[src/rtl/mem_arbiter.sv]
// mem_arbiter: merges icache (client 0) and dcache (client 1) word reads and
// write-through writes onto one external memory port.
//   - Round-robin grant between the two clients, at most one read outstanding.
//   - Issue is a combinational pass-through in the acceptance cycle.
//   - Read data is broadcast to both clients; only the valid pulse is steered
//     to the client that owns the outstanding read.
// Ports:
//   i_clk, i_rst             clock, asynchronous active-high reset
//   i_cN_ren / i_cN_wen      client N read / write strobe
//   i_cN_addr / i_cN_wdata   client N word address / write data
//   o_cN_ready               client N request accepted this cycle
//   o_cN_rdata / o_cN_valid  client N read data / one-cycle data valid
//   i_mem_ready              memory can take a request this cycle
//   o_mem_addr/ren/wen/wdata forwarded request
//   i_mem_rdata/i_mem_valid  memory read response
module mem_arbiter #(
  parameter int unsigned AW = 32,
  parameter int unsigned DW = 32
) (
  input  logic          i_clk,
  input  logic          i_rst,
  input  logic          i_c0_ren,
  input  logic          i_c0_wen,
  input  logic [AW-1:0] i_c0_addr,
  input  logic [DW-1:0] i_c0_wdata,
  output logic          o_c0_ready,
  output logic [DW-1:0] o_c0_rdata,
  output logic          o_c0_valid,
  input  logic          i_c1_ren,
  input  logic          i_c1_wen,
  input  logic [AW-1:0] i_c1_addr,
  input  logic [DW-1:0] i_c1_wdata,
  output logic          o_c1_ready,
  output logic [DW-1:0] o_c1_rdata,
  output logic          o_c1_valid,
  input  logic          i_mem_ready,
  output logic [AW-1:0] o_mem_addr,
  output logic          o_mem_ren,
  output logic          o_mem_wen,
  output logic [DW-1:0] o_mem_wdata,
  input  logic [DW-1:0] i_mem_rdata,
  input  logic          i_mem_valid
);

  typedef enum logic {
    IDLE    = 1'b0,
    WAIT_RD = 1'b1
  } state_t;

  state_t state_q, state_d;
  logic   owner_q, owner_d;   // client owning the outstanding read
  logic   last_q, last_d;     // client granted on the most recent acceptance

  logic req0, req1, winner, win_ren, win_wen, accept, resp;

  // State register; pointer resets to 1 so client 0 wins the first tie.
  always_ff @(posedge i_clk or posedge i_rst) begin
    if (i_rst) begin
      state_q <= IDLE;
      owner_q <= 1'b0;
      last_q  <= 1'b1;
    end else begin
      state_q <= state_d;
      owner_q <= owner_d;
      last_q  <= last_d;
    end
  end

  // Arbitration, forwarding, response steering and next state.
  always_comb begin
    state_d     = state_q;
    owner_d     = owner_q;
    last_d      = last_q;
    o_c0_ready  = 1'b0;
    o_c1_ready  = 1'b0;
    o_c0_valid  = 1'b0;
    o_c1_valid  = 1'b0;
    o_c0_rdata  = '0;
    o_c1_rdata  = '0;
    o_mem_addr  = '0;
    o_mem_wdata = '0;
    o_mem_ren   = 1'b0;
    o_mem_wen   = 1'b0;

    req0 = i_c0_ren | i_c0_wen;
    req1 = i_c1_ren | i_c1_wen;

    // On a tie the client not granted last wins.
    if (req0 && req1) winner = ~last_q;
    else              winner = req1;

    win_ren = winner ? i_c1_ren : i_c0_ren;
    win_wen = winner ? i_c1_wen : i_c0_wen;

    // A response cycle frees the read slot, so a new request may issue with it.
    accept = !i_rst && i_mem_ready && (req0 || req1) &&
             ((state_q == IDLE) || i_mem_valid);
    // i_mem_valid while IDLE is spurious and ignored.
    resp   = !i_rst && (state_q == WAIT_RD) && i_mem_valid;

    if (!i_rst) begin
      o_mem_addr  = i_c0_addr;
      o_mem_wdata = i_c0_wdata;
      o_c0_rdata  = i_mem_rdata;
      o_c1_rdata  = i_mem_rdata;
    end

    if (resp) begin
      o_c0_valid = ~owner_q;
      o_c1_valid = owner_q;
      state_d    = IDLE;
    end

    if (accept) begin
      o_mem_addr  = winner ? i_c1_addr  : i_c0_addr;
      o_mem_wdata = winner ? i_c1_wdata : i_c0_wdata;
      // ren+wen together is treated as a write only.
      o_mem_wen   = win_wen;
      o_mem_ren   = win_ren & ~win_wen;
      o_c0_ready  = ~winner;
      o_c1_ready  = winner;
      last_d      = winner;
      if (win_ren && !win_wen) begin
        state_d = WAIT_RD;
        owner_d = winner;
      end
    end
  end

endmodule

[config.mk]
export PLATFORM = sky130hd
export DESIGN_NAME = mem_arbiter
export DESIGN_NICKNAME = d
export VERILOG_FILES = /design/src/rtl/mem_arbiter.sv
export SDC_FILE = /design/constraint.sdc
export NUM_CORES = 1
export LEC_CHECK = 0
export ABC_AREA = 1
export CAP_MARGIN = 15
export CORE_AREA = 2 2 116 118
export CTS_CLUSTER_SIZE = 28
export DETAILED_ROUTE_END_ITERATION = 10
export DIE_AREA = 0 0 118 120
export PLACE_DENSITY_LB_ADDON = 0.15
export SKIP_LAST_GASP = 1
export SLEW_MARGIN = 20
export SYNTH_ARGS = -nofsm -noshare
export SYNTH_HDL_FRONTEND = slang
export SYNTH_SLANG_ARGS = --single-unit
[constraint.sdc]
create_clock -name i_clk -period 1.7 [get_ports i_clk]
set_input_delay 0.34 -clock i_clk [delete_from_list [all_inputs] [get_ports i_clk]]
set_output_delay 0.34 -clock i_clk [all_outputs]
set_load 0.02 [all_outputs]
==> flow_metrics.tcl, run 1 <==
set metrics [dict create \
    synthMuxAreaShare 0 \
    synth_top_area_share 0.285 \
    die_w_um 118 \
    combPwrFrac 0.835 \
    cts_tree "done" \
    finClkSkew_ns 0.00136 \
    gr-total-overflow 0 \
    p_per_area_nw_per_um2 499 \
    total_power_mw 3.12 \
    hp-class "reg2reg" \
    post-route-period-util 1.21 \
    antenna_cells 0 \
    whs_path_depth 2 \
    wl_um 13100 \
    synthesis.nets 524 \
    grt_pass1_vias 3476 \
    die_area_sq_um 14200 \
    netSwitchingPower_mw 1.30 \
    clkPwrFrac 0.120 \
    synth.area.top_cells "nand2_1 29%, nand3_1 20%, buf_4 15%" \
    post-dp-hpwl_um 7970 \
    rsz0062_at_grt "true" \
    fp.dieH_um 120 \
    yosysTopAreaCell "nand2_1" \
    antenna_found_initial 0 \
    synth_seq_cells 3 \
    tightest_slew_ns 0.250 \
    slew_violations 0 \
    ys_seq_area_frac 0.0439 \
    p_sw_frac 0.419 \
    htreeDepth 1 \
    finish.utilization 0.481 \
    fin_ws_ns -0.351 \
    worstSetupPathType "reg2out" \
    critPathLaunch "last_q$_DFFE_PP1P_" \
    r2r_cells 13 \
    grt_first_pass_wirelength_um 19100 \
    fillCellCount 1255 \
    clk_pin_slew_ns 0.03 \
    cts_buffer_depth 2 \
    synth-xor-area-share 0 \
    core_sq_um 13000 \
    syn_inst 356 \
    hold_end "last_q$_DFFE_PP1P_" \
    drcViolationCount 0 \
    synth-compound-area-share 0.00504 \
    syn_avg_cell_area_sq_um 4.88 \
    routabilityCongestion 0.818 \
    critical_path.endpoint_type "output pin" \
    r2r-end "owner_q$_DFFE_PP0P_" \
    reg2reg_slack_ns 0 \
    min-delay-start "last_q$_DFFE_PP1P_" \
    yosysWarnings 0 \
    status "finished, violations left" \
    period_minus_slack_ns 2.05 \
    required_ns 1.36 \
    slew_headroom 0.834 \
    vias_per_cell 4.14 \
    grt_start_max_net_pins 27 \
    io_buffers 301 \
    regToRegStartpoint "last_q$_DFFE_PP1P_" \
    drt.antenna.violating_nets 0 \
    via_count 3428 \
    violations "setup timing" \
    fmax_ghz 0.488 \
    dp_worst_setup_slack_ns -1.07 \
    maxCapViolCount 0 \
    first_iter_violations 101 \
    intPower_mw 1.81 \
    setup_viol 68 \
    p_leak_nw 3.31 \
    dpl-instance-area_sq_um 4720 \
    power_frac_seq 0.045 \
    fin_area_sq_um 6240 \
    cts_buffers 3 \
    wl_per_cell_um 15.9 \
    dr.pass1.iters 5 \
    synthSimpleGateAreaFrac 0.617 \
    cts_sinks 3 \
    syn_area_sq_um 1740 \
    clk_latency_ns 0.22 \
    cp_max_fo 12 \
    ir_drop_mv 0.266 \
    nets 822 \
    synth-adder-area-share 0 \
    synth_top_family_by_area "simple AND/OR/NAND/NOR gates" \
    start_util 0.134 \
    worstPathArrival_ns 1.71 \
    num_io_pins 302 \
    grt_usage 0.170 \
    syn2layout_area_growth_pct 260 \
    worst_hold_slack_ns 0.488 \
    rows 42 \
    drive_above_1_share 0.467 \
    synth_cell_types 16 \
    cp-start-kind "flop" \
    hold_viol 0 \
    cts_root_buffer "clkbuf_16" \
]
power by group through the flow:
stage	clock, mW	sequential (mW)	combinational (mW)
after global routing	0.393	0.146	2.74
after global placement	0	0.136	1.84
after detailed placement	0	0.135	1.84
after CTS	0.380	0.136	2.51
after floorplan	0	0.129	0.860
final	0.374	0.141	2.60
cell usage after synthesis, drive strengths merged:
cell    number
dfrtp        2
dfstp        1
o21ai        1
nor2        39
nand2      144
buf         51
clkbuf       6
inv         44
nand3       68
per-layer routing:
metal | up-vias | wire length (um) | track usage | share of wire
li1 | 1644 | - | - | -
met1 | 1585 | 4710 | 0.178 | 0.36
met2 | 187 | 7380 | 0.347 | 0.56
met3 | 12 | 942 | 0.0380 | 0.072
met4 | 0 | 111 | 0.0248 | 0.0084
met5 | - | 0 | 0 | 0
flip-flops by register name, summed over array words and instances, names as in the netlist:
register,cells
last_q,1
owner_q,1
state_q,1
repair_timing:
item                                    4_1_cts  5_1_grt
pin swaps                                    46       28
gates resized for setup                     626      148
hold endpoints to repair                      0        0
endpoints found under the setup margin      134       89
gates cloned                                 18        1
hold buffers                                  0        0
buffers inserted                             24        2
layout by cell type, fill, tap and decap left out, types with 2 or more instances in the layout:
cell type,count
clkdlybuf4s15_1,12
nand3_4,3
nand2_2,71
dfrtp_1,2
clkdlybuf4s15_2,2
buf_4,17
buf_2,3
nor2_1,31
buf_8,2
clkdlybuf4s50_1,160
nand3_2,34
nand2_1,28
nand3_1,31
inv_2,4
buf_6,70
inv_1,37
buf_16,9
nand2_4,44
clkbuf_2,8
nor2_2,5
dlygate4sd2_1,46
nor2_4,3
bufbuf_16,4
buf_12,16
clkbuf_16,4
worst max-delay path by stage:
stage | slack, ns | to | cells after the start
global placement | -1.05 | o_mem_wdata[26] | 10
CTS | -0.40 | o_mem_wdata[31] | 10
finish | -0.35 | o_mem_addr[12] | 9
floorplan | 0.008 | o_mem_addr[0] | 8
global route | -0.42 | o_mem_addr[12] | 9
detailed placement | -1.07 | o_mem_wdata[1] | 11
area by class of cell:
cell class	count	area, sq um	area share
inverters	44	188	0.0301
well taps	176	220	0.0353
clock buffers	4	78.8	0.0126
flip-flops and latches	3	76.3	0.0122
multi-input cells	252	1810	0.290
repair buffers	350	3870	0.620
per-stage QoR:
step | TNS [ns] | std cells
after global routing | -24.78 | 829
after CTS | -23.08 | 835
after global placement | -104.66 | 791
after floorplan | 0 | 356
after detailed placement | -106.00 | 791
final | -20.59 | 829
cells by family after synthesis:
family          after synthesis
compound gates                1
simple gates                251
flops                         3
buf+inv                     101
critical path, cell delays in order (launching register included):
cell and delay [ns]:
dfstp_2 0.55, o21ai_4 0.07, nand2_2 0.09, inv_4 0.05
nand2_8 0.11, buf_12 0.14, buf_12 0.14, nand3_1 0.09
nand2_1 0.10, buf_6 0.12
No activity file was read; power rests on OpenSTA's default activity.
==> run 2, diff against run 1 <==
--- a/config.mk
+++ b/config.mk
@@ -13,7 +13,7 @@
 export DIE_AREA = 0 0 118 120
 export PLACE_DENSITY_LB_ADDON = 0.15
 export SKIP_LAST_GASP = 1
-export SLEW_MARGIN = 20
+export SLEW_MARGIN = 25
 export SYNTH_ARGS = -nofsm -noshare
 export SYNTH_HDL_FRONTEND = slang
 export SYNTH_SLANG_ARGS = --single-unit
==> results of run 2 <==
The final DEF is identical to that of run 1; final timing and power are the same.
